### config.mk
export PLATFORM = sky130hd
export DESIGN_NAME = ringbuf_err_window
export DESIGN_NICKNAME = d
export VERILOG_FILES = /design/src/rtl/ringbuf_err_window.sv
export SDC_FILE = /design/constraint.sdc
export NUM_CORES = 1
export LEC_CHECK = 0
export ABC_AREA = 1
export CAP_MARGIN = 0
export CORE_UTILIZATION = 25
export DETAILED_ROUTE_END_ITERATION = 8
export DONT_BUFFER_PORTS = 1
export GPL_TIMING_DRIVEN = 0
export HOLD_SLACK_MARGIN = 0.05
export PLACE_DENSITY = 0.47
export REMOVE_ABC_BUFFERS = 1
export SLEW_MARGIN = 10
export SYNTH_ARGS = -nofsm -noshare
export SYNTH_HDL_FRONTEND = slang
export SYNTH_SLANG_ARGS = --single-unit
### constraint.sdc
create_clock -name clock -period 3.8 [get_ports clock]
set_clock_uncertainty 0.2 [all_clocks]
set_input_delay 0.38 -clock clock [delete_from_list [all_inputs] [get_ports clock]]
set_output_delay 0.38 -clock clock [all_outputs]
set_load 0.05 [all_outputs]
### src/rtl/ringbuf_err_window.sv
// Error-monitoring window: counts strobes and errors while locked, flags loss and wrap.
module ringbuf_err_window #(
    parameter int unsigned WIN_LEN     = 64,
    parameter int unsigned LOSS_THRESH = 8
) (
    input  logic clock,
    input  logic reset,
    input  logic en,
    input  logic err,
    input  logic clr,
    output logic loss_c,
    output logic wrap_c
);

    localparam int unsigned WC_W = $clog2(WIN_LEN + 1);
    localparam int unsigned WE_W = $clog2(LOSS_THRESH + 1);

    logic [WC_W-1:0] win_cnt;
    logic [WE_W-1:0] win_err;

    assign loss_c = en && err && (win_err == WE_W'(LOSS_THRESH - 1));
    assign wrap_c = en && (win_cnt == WC_W'(WIN_LEN - 1));

    always_ff @(posedge clock or negedge reset) begin
        if (!reset) begin
            win_cnt <= '0;
            win_err <= '0;
        end else if (clr) begin
            win_cnt <= '0;
            win_err <= '0;
        end else if (en) begin
            win_cnt <= win_cnt + 1'b1;
            if (err) begin
                win_err <= win_err + 1'b1;
            end
        end
    end

endmodule

# [Word level (Yosys, flattened, before mapping)]
# Cells that the tools add are included.
[word_totals] ff_bits=11 inputBits=5 output_inout_bits=2 elab_cells=17
[op_classes] addsub=2 n_eq_ne=2 n_mux=5 n_reduce_logical=6
[op_table] op="$mux 7" n=2
[op_table] op="$mux 4" n=3
[op_table] op="$add 7x1->7 const B" n=1
[op_table] op="$eq 7x6->1 const B" n=1
[op_table] op="$add 4x1->4 const B" n=1
[op_table] op="$eq 4x3->1 const B" n=1
[op_table] op="$reduce_bool 2->1" n=2
[op_table] op="$logic_and 1x1->1" n=3
[op_table] op="$reduce_and 2->1" n=1

# [Depth between registers and ports, before layout]
# Gate-level depths: netlist of run 1.
[logic_depth] word_depth=4 mapped_depth=6 depth_no_buf=6

# [Worst setup path before layout of run 1]
# Ideal clock, no wire load.
[synth_timing] path_type="reg-to-output" start="register win_err[0]" end="output port loss_c" arrival_ps=2067 path_slack_ps=1153 path_stages_with_launch=4 n_path_buf=0 path_cell_list="dfrtp_1 ha_1 inv_1 nor4_1"
[synth_between] elab_chain_len=2
[synth_rtl] element="start, declared" line_no="19" text="logic [WE_W-1:0] win_err;"
[synth_rtl] element="start signal, assigned" line_no="34" text="win_err <= win_err + 1'b1;"
[synth_rtl] element="$eq 4x3->1" line_no="21" text="assign loss_c = en && err && (win_err == WE_W'(LOSS_THRESH - 1));"
[synth_rtl] element="$logic_and 1x1->1" line_no="21"
[synth_rtl] element="end, declared" line_no="11" text="output logic loss_c,"
# Every way passes these cells.

# [Worst setup path in the final report of run 1]
# Ends and elaborated chain as after synthesis.

==> metrics.txt, run 1 <==
Diodes inserted=0; count of different cell masters after synthesis=22; Slew HR=between 20% and 30%; drt via density=around 4.3; critical path class=flip-flop to output pin; max cap viols=0; Synth Area in Adders=under 10%; clock sinks=11; Non-Filler Instances=106; setup TNS=0 ps; gr ovfl total=0; Core ar.=between 0.002 and 0.0025 mm^2; largest net degree at the start of global routing=12; grt met3 use=under 10%; Leak Pwr=around 0.33 nW; switching pwr=~56 uW; final clock period utilization by the worst path=between 60% and 70%; drt drc=0; area occupied by multi-input gates=~300 um^2; final hold vios=0; initial antenna violation count=0; clock power share=between 30% and 40%; worst-case clock buffer depth=2; Post-Syn Area=between 600 and 700 um^2; Max VDD drop=~0.14 mV; Routed Antenna Nets=0; DR pass1 iterations=4; Critical Path Fanout Max=3; Internal=around 170 uW; Die ar.=~0.0027 mm^2; final setup vio count=0; PwrDens=318 mW/mm^2; # rows=17; Sequential cell area=about 280 um^2; Max Clk Rate=411 MHz; die span in y=51.9 um; Yosys reg bits=11; switching share of power=around a quarter; Routed WL per cell=around 11 um; crit end category=output pin; CP Data Required Time=about 3200 ps; CTS tree=built; register share of total power=between 50% and 60%; Post-CTS Setup Inserts=0; Synth Area in Compound Gates=under 10%; Placed Cells=99; DPL Wire Length=between 800 and 900 um; Final Slew Violations=0; Via Count=454; H-tree Lvls=1; Area growth syn-to-layout=13.9%; Reg clk slew, reported paths=about 70 ps; layout cell share with drive strength beyond 1=about a fifth; Hold Crit Depth=2; Hold WS=77.5 ps; reg2reg setup slack=approximately 2500 ps; fin crit period=2440 ps; initial core utilization=27.3%; outcome=finished, final reports clean; Root Driver=clkbuf_4; Worst R2R Path Depth=5; YS warnings=0; worst skew pair latency=roughly 270 ps; combinational share of power=8.8%; CP startpoint kind=flip-flop; Post-Synth XOR/XNOR Area=2.82%; Min-Delay Endpoint=win_cnt[0]; sequential area share after synthesis=~44%; first-pass GRT wire length=roughly 1.9 mm; largest family of logic cells by synthesized area=simple AND/OR/NAND/NOR gates; Critical Path AT=1860 ps; Synth Instances=72; drt total wl=1.14 mm; Num CTS Buffers=3; multiplexer share of the synthesized area=0%; startpoint of the worst hold path=en; Total Power=roughly 230 uW; met2 Track Usage GR=roughly 14%; Most Crowded Layer GR=met2; Worst R2R End=win_cnt[6]; Avg Inst Size Synth=8.64 um^2; I/O pin cnt=7; vias in the first global route=between 400 and 500; pre-CTS setup slack=about 1700 ps; Post-Synth Simple-Gate Area=approximately 34%; RSZ-0062 raised after global routing=no; actual slew at the worst max-slew pin=~1200 ps; Iteration-0 DRC Markers=5; grt met1 use=between 10% and 20%; port buffer count=0; Die X=roughly 52 um; nets=86; Setup WS post-layout=~1400 ps; Layout fillers=around 240; GR Util All Layers=10.1%; FF-to-FF Start=win_cnt[0]; min-delay worst type=input port to flip-flop; Final GP Congestion=around 0.66
worst max-delay path by stage:
stage | slack [ps] | depth (start not counted) | startpoint | end
after floorplan | 1150 | 3 | win_err[0] | loss_c
after global placement | 1080 | 3 | win_err[0] | loss_c
after CTS | 1330 | 3 | win_err[0] | loss_c
final | 1360 | 3 | win_err[0] | loss_c
after detailed placement | 1650 | 3 | win_err[0] | loss_c
after global routing | 1270 | 3 | win_err[0] | loss_c
power groups by stage:
| stage | Sequential [mW] | Combinational, mW | Clock, mW |
|---|---|---|---|
| floorplan | 0.126 | 0.0120 | 0 |
| global placement | 0.126 | 0.0133 | 0 |
| detailed placement | 0.127 | 0.0143 | 0 |
| CTS | 0.124 | 0.0203 | 0.0867 |
| global route | 0.125 | 0.0230 | 0.0941 |
| finish | 0.124 | 0.0197 | 0.0814 |
cell usage after synthesis:
cell,number,share of area [%]
dfrtp_1,11,44
inv_1,11,6.6
nand2_1,10,6.0
nor2_1,10,6.0
a21oi_1,3,2.4
nand3_1,3,2.4
nor2_2,3,3.0
ha_1,2,4.0
nand2_4,2,3.6
nand3_2,2,3.2
nor2_4,2,3.6
nor3_1,2,1.6
o21ai_0,2,1.6
a21oi_2,1,1.4
buf_6,1,1.8
clkinv_1,1,0.60
nand2_2,1,1.0
nor3b_2,1,2.0
nor4_1,1,1.0
o21ai_1,1,0.80
xnor2_1,1,1.4
xor2_1,1,1.4
critical path, cell delays in order, from the launching register on:
cell     delay, ps
dfrtp_1        380
ha_1           150
inv_1           60
nor4_2         990
state kept, by name, indices dropped and copies added (netlist names):
| name | cells |
|---|---|
| win_cnt | 7 |
| win_err | 4 |
cells in the final DEF (no fill, tap or decap), types with 2 or more instances in the layout:
master,count
clkbuf_4,3
ha_1,2
nand3_1,3
dfrtp_1,11
nand2_1,10
a21oi_1,3
nor2_1,10
nor3_1,2
dlygate4sd3_1,3
nor2_2,3
nor2_4,2
nand3_2,2
o21ai_0,2
inv_1,11
nand2_4,2
layout make-up:
| class | count | share of cell area [%] |
|---|---|---|
| clock buffers | 4 | 3.71 |
| flip-flops and latches | 11 | 38.9 |
| well taps | 28 | 4.95 |
| repair buffers | 3 | 4.24 |
| multi-input cells | 48 | 41.9 |
| inverters | 12 | 6.36 |
stage by stage:
step | cell area (um^2) | utilization, %
3_5_place_dp | 652 | 28.6
5_1_grt | 708 | 31.1
2_1_floorplan | 611 | -
6_report | 708 | 31.1
4_1_cts | 708 | 31.1
3_3_place_gp | 646 | 28.4
what timing repair did:
| action | in CTS | in global routing |
|---|---|---|
| hold buffers | 3 | 0 |
| endpoints found under the hold margin | 17 | 0 |
| gates resized for setup | 0 | 0 |
routing by layer:
metal | vias to the layer above | routed length [um]
li1 | 237 | -
met3 | 0 | 67
met2 | 13 | 480
met1 | 204 | 589
met4 | 0 | 0
met5 | - | 0
cell families after synthesis:
kind of cell / after synthesis
fa+ha+maj: 2
simple gates: 37
flops: 11
buf+inv: 13
xor+xnor: 2
compound gates: 7
Note: power is estimated with default switching activity, not from simulation.
==> run 2, diff against run 1 <==
--- a/config.mk
+++ b/config.mk
@@ -5,7 +5,7 @@
 export SDC_FILE = /design/constraint.sdc
 export NUM_CORES = 1
 export LEC_CHECK = 0
-export ABC_AREA = 1
+export ABC_AREA = 0
 export CAP_MARGIN = 0
 export CORE_UTILIZATION = 25
 export DETAILED_ROUTE_END_ITERATION = 8
==> constraint.sdc (replaced) <==
create_clock -name clock -period 2.35 [get_ports clock]
set_clock_uncertainty 0.2 [all_clocks]
set_input_delay 0.235 -clock clock [delete_from_list [all_inputs] [get_ports clock]]
set_output_delay 0.235 -clock clock [all_outputs]
set_load 0.05 [all_outputs]
==> metrics.txt, run 2 <==
DR pass1 iterations=2; Num CTS Buffers=3; first-pass GRT wire length=around 1.8 mm; area of placed instances=a little under 600 um^2; drt total wl=~950 um; Area growth syn-to-layout=23.1%; Routed Antenna Nets=0; Yosys reg bits=11; final clock period utilization by the worst path=a little over nine tenths; Root Driver=clkbuf_4; Core ar.=0.00202 mm^2; Iteration-0 DRC Markers=1; H-tree Lvls=1; Critical Path AT=~2200 ps; final setup vio count=0; top cell type's share of synthesized area=approximately 50%; crit-path most repeated cell=dlygate4sd3_1; Max Clk Rate=around 450 MHz; CP startpoint kind=flip-flop; die span in y=49.0 um; pre-CTS setup slack=472 ps; CTS tree=built; CP Data Required Time=roughly 2300 ps; PwrDens=around 530 mW/mm^2; Avg Inst Size Synth=roughly 10 um^2; design area=681 um^2; drt drc=0; Slew HR=between 40% and 50%; max cap viols=0; Yosys top cell by area=dfrtp_1; sequential area share after synthesis=between 40% and 50%; crit end category=flip-flop; Worst R2R Path Depth=5; I/O pin cnt=7; worst skew pair latency=270 ps; highest cell delay on the worst timing path=570 ps; DPL Wire Length=roughly 630 um; Post-synth EDFFs=0; Max VDD drop=approximately 0.19 mV; Critical Path Fanout Max=3; critical path class=flip-flop to flip-flop; Final Slew Violations=0; Post-CTS Resized=0; initial core utilization=~27%; critical path cell sequence=ha_1, nand3_1, dlygate4sd3_1, a21oi_1, dlygate4sd3_1; Regs by FF count=win_cnt x7, win_err x4; Setup WS post-layout=107 ps; RSZ-0062 raised after global routing=no; Diodes inserted=0; actual slew at the worst max-slew pin=around 830 ps; drt via density=about 4.5; final hold vios=0; commonest cells in the netlist=dfrtp_1, nor2_1, nand2_1, xor2_1, nand3_1; Leak Pwr=roughly 0.30 nW; Hold Crit Depth=3; max reg flops=7; vias in the first global route=between 400 and 500; commonest cells after routing, fill and taps aside=dfrtp_1, nor2_1, dlygate4sd3_1; largest net degree at the start of global routing=13; Post-Syn Area=553 um^2; Final GP Congestion=a little under 0.7; Synth Instances=54; Main synth FF type=dfrtp_1; clock sinks=11; Most flops, register=win_cnt; YS warnings=0; CP max-delay cell=dlygate4sd3_1; Die ar.=0.00240 mm^2; port buffer count=0; # rows=16; setup TNS=0 ps; Via Count=around 400; nets=72; Die X=49.0 um; most common cell in the synthesized netlist=dfrtp_1; count of different cell masters after synthesis=21; Synth async-reset ratio=100%; outcome=finished, final reports clean; gr ovfl total=0; initial antenna violation count=0; Reg clk slew, reported paths=around 70 ps; min-delay worst type=input port to flip-flop; GR Util All Layers=between 10% and 20%; layout cell share with drive strength beyond 1=between 10 and 15%; commonest non-fill, non-tap cell in the layout=dfrtp_1; top cells by area, synth=dfrtp_1, xor2_1, nor2_1; fin crit period=around 2200 ps; Routed WL per cell=around 10 um; worst-case clock buffer depth=2
[run 2: worst paths after layout]
path	startpoint	end	slack, ps
worst max-delay path	win_err[0]	win_err[1]	110
worst min-delay path	en	win_cnt[6]	60
worst max register to register	win_err[0]	win_err[1]	110
worst min register to register	win_cnt[6]	win_cnt[6]	340
max in group asynchronous	reset	win_cnt[4]	1450
min in group asynchronous	reset	win_err[2]	170
[run 2: repair_timing]
item                       CTS  global route
setup endpoints to repair    0             1
hold endpoints to repair    22             0
hold buffers                 7             0
buffers inserted             0             1
[run 2: critical path: cells and delay by family (launching register included)]
| family | cells | cell delay (ps) |
|---|---|---|
| buf+inv | 2 | 1110 |
| flops | 1 | 400 |
| fa+ha+maj | 1 | 300 |
| simple gates | 1 | 60 |
| compound gates | 1 | 50 |
[run 2: cell type report]
type,instances,area (um^2)
repair buffers,8,77.6
multi-input cells,40,264
clock buffers,4,26.3
flip-flops and latches,11,275
fillers,215,1340
inverters,1,3.75
well taps,27,33.8
[run 2: cells by family (layout without fill, tap and decap cells)]
logic type / after synthesis / count (layout) / share of synthesized area [%]
AND/OR/NAND/NOR: 25 / 25 / 25.1
flip-flops: 11 / 11 / 49.8
AO/OA/AOI/OAI: 6 / 6 / 5.88
XOR/XNOR: 6 / 6 / 9.50
buffers and inverters: 3 / 13 / 3.39
adder cells (fa/ha/maj): 2 / 2 / 4.52
multiplexers: 1 / 1 / 1.81
[run 2: power breakdown]
part           switching, mW  total [mW]  internal [mW]
Combinational         0.0164      0.0325         0.0160
Clock                 0.0614       0.127         0.0656
Sequential           0.00700       0.202          0.195
Total                 0.0849       0.361          0.277
[run 2: stage by stage]
stage | hold slack, ps | std cells | util [%] | total power [mW]
final | 59.1 | 91 | 33.7 | 0.361
after global routing | 84.0 | 91 | 33.7 | 0.382
after CTS | 51.6 | 90 | 33.3 | 0.366
after detailed placement | -260 | 79 | 28.5 | 0.220
after global placement | -260 | 79 | 28.3 | 0.220
after floorplan | -261 | 52 | - | 0.217
[run 2: layer usage]
layer / part of all wire, % / track usage, %
met1: 48 / 11.8
met2: 49 / 15.0
met3: 2.5 / 4.67
met4: 0 / 5.88
met5: 0 / 0
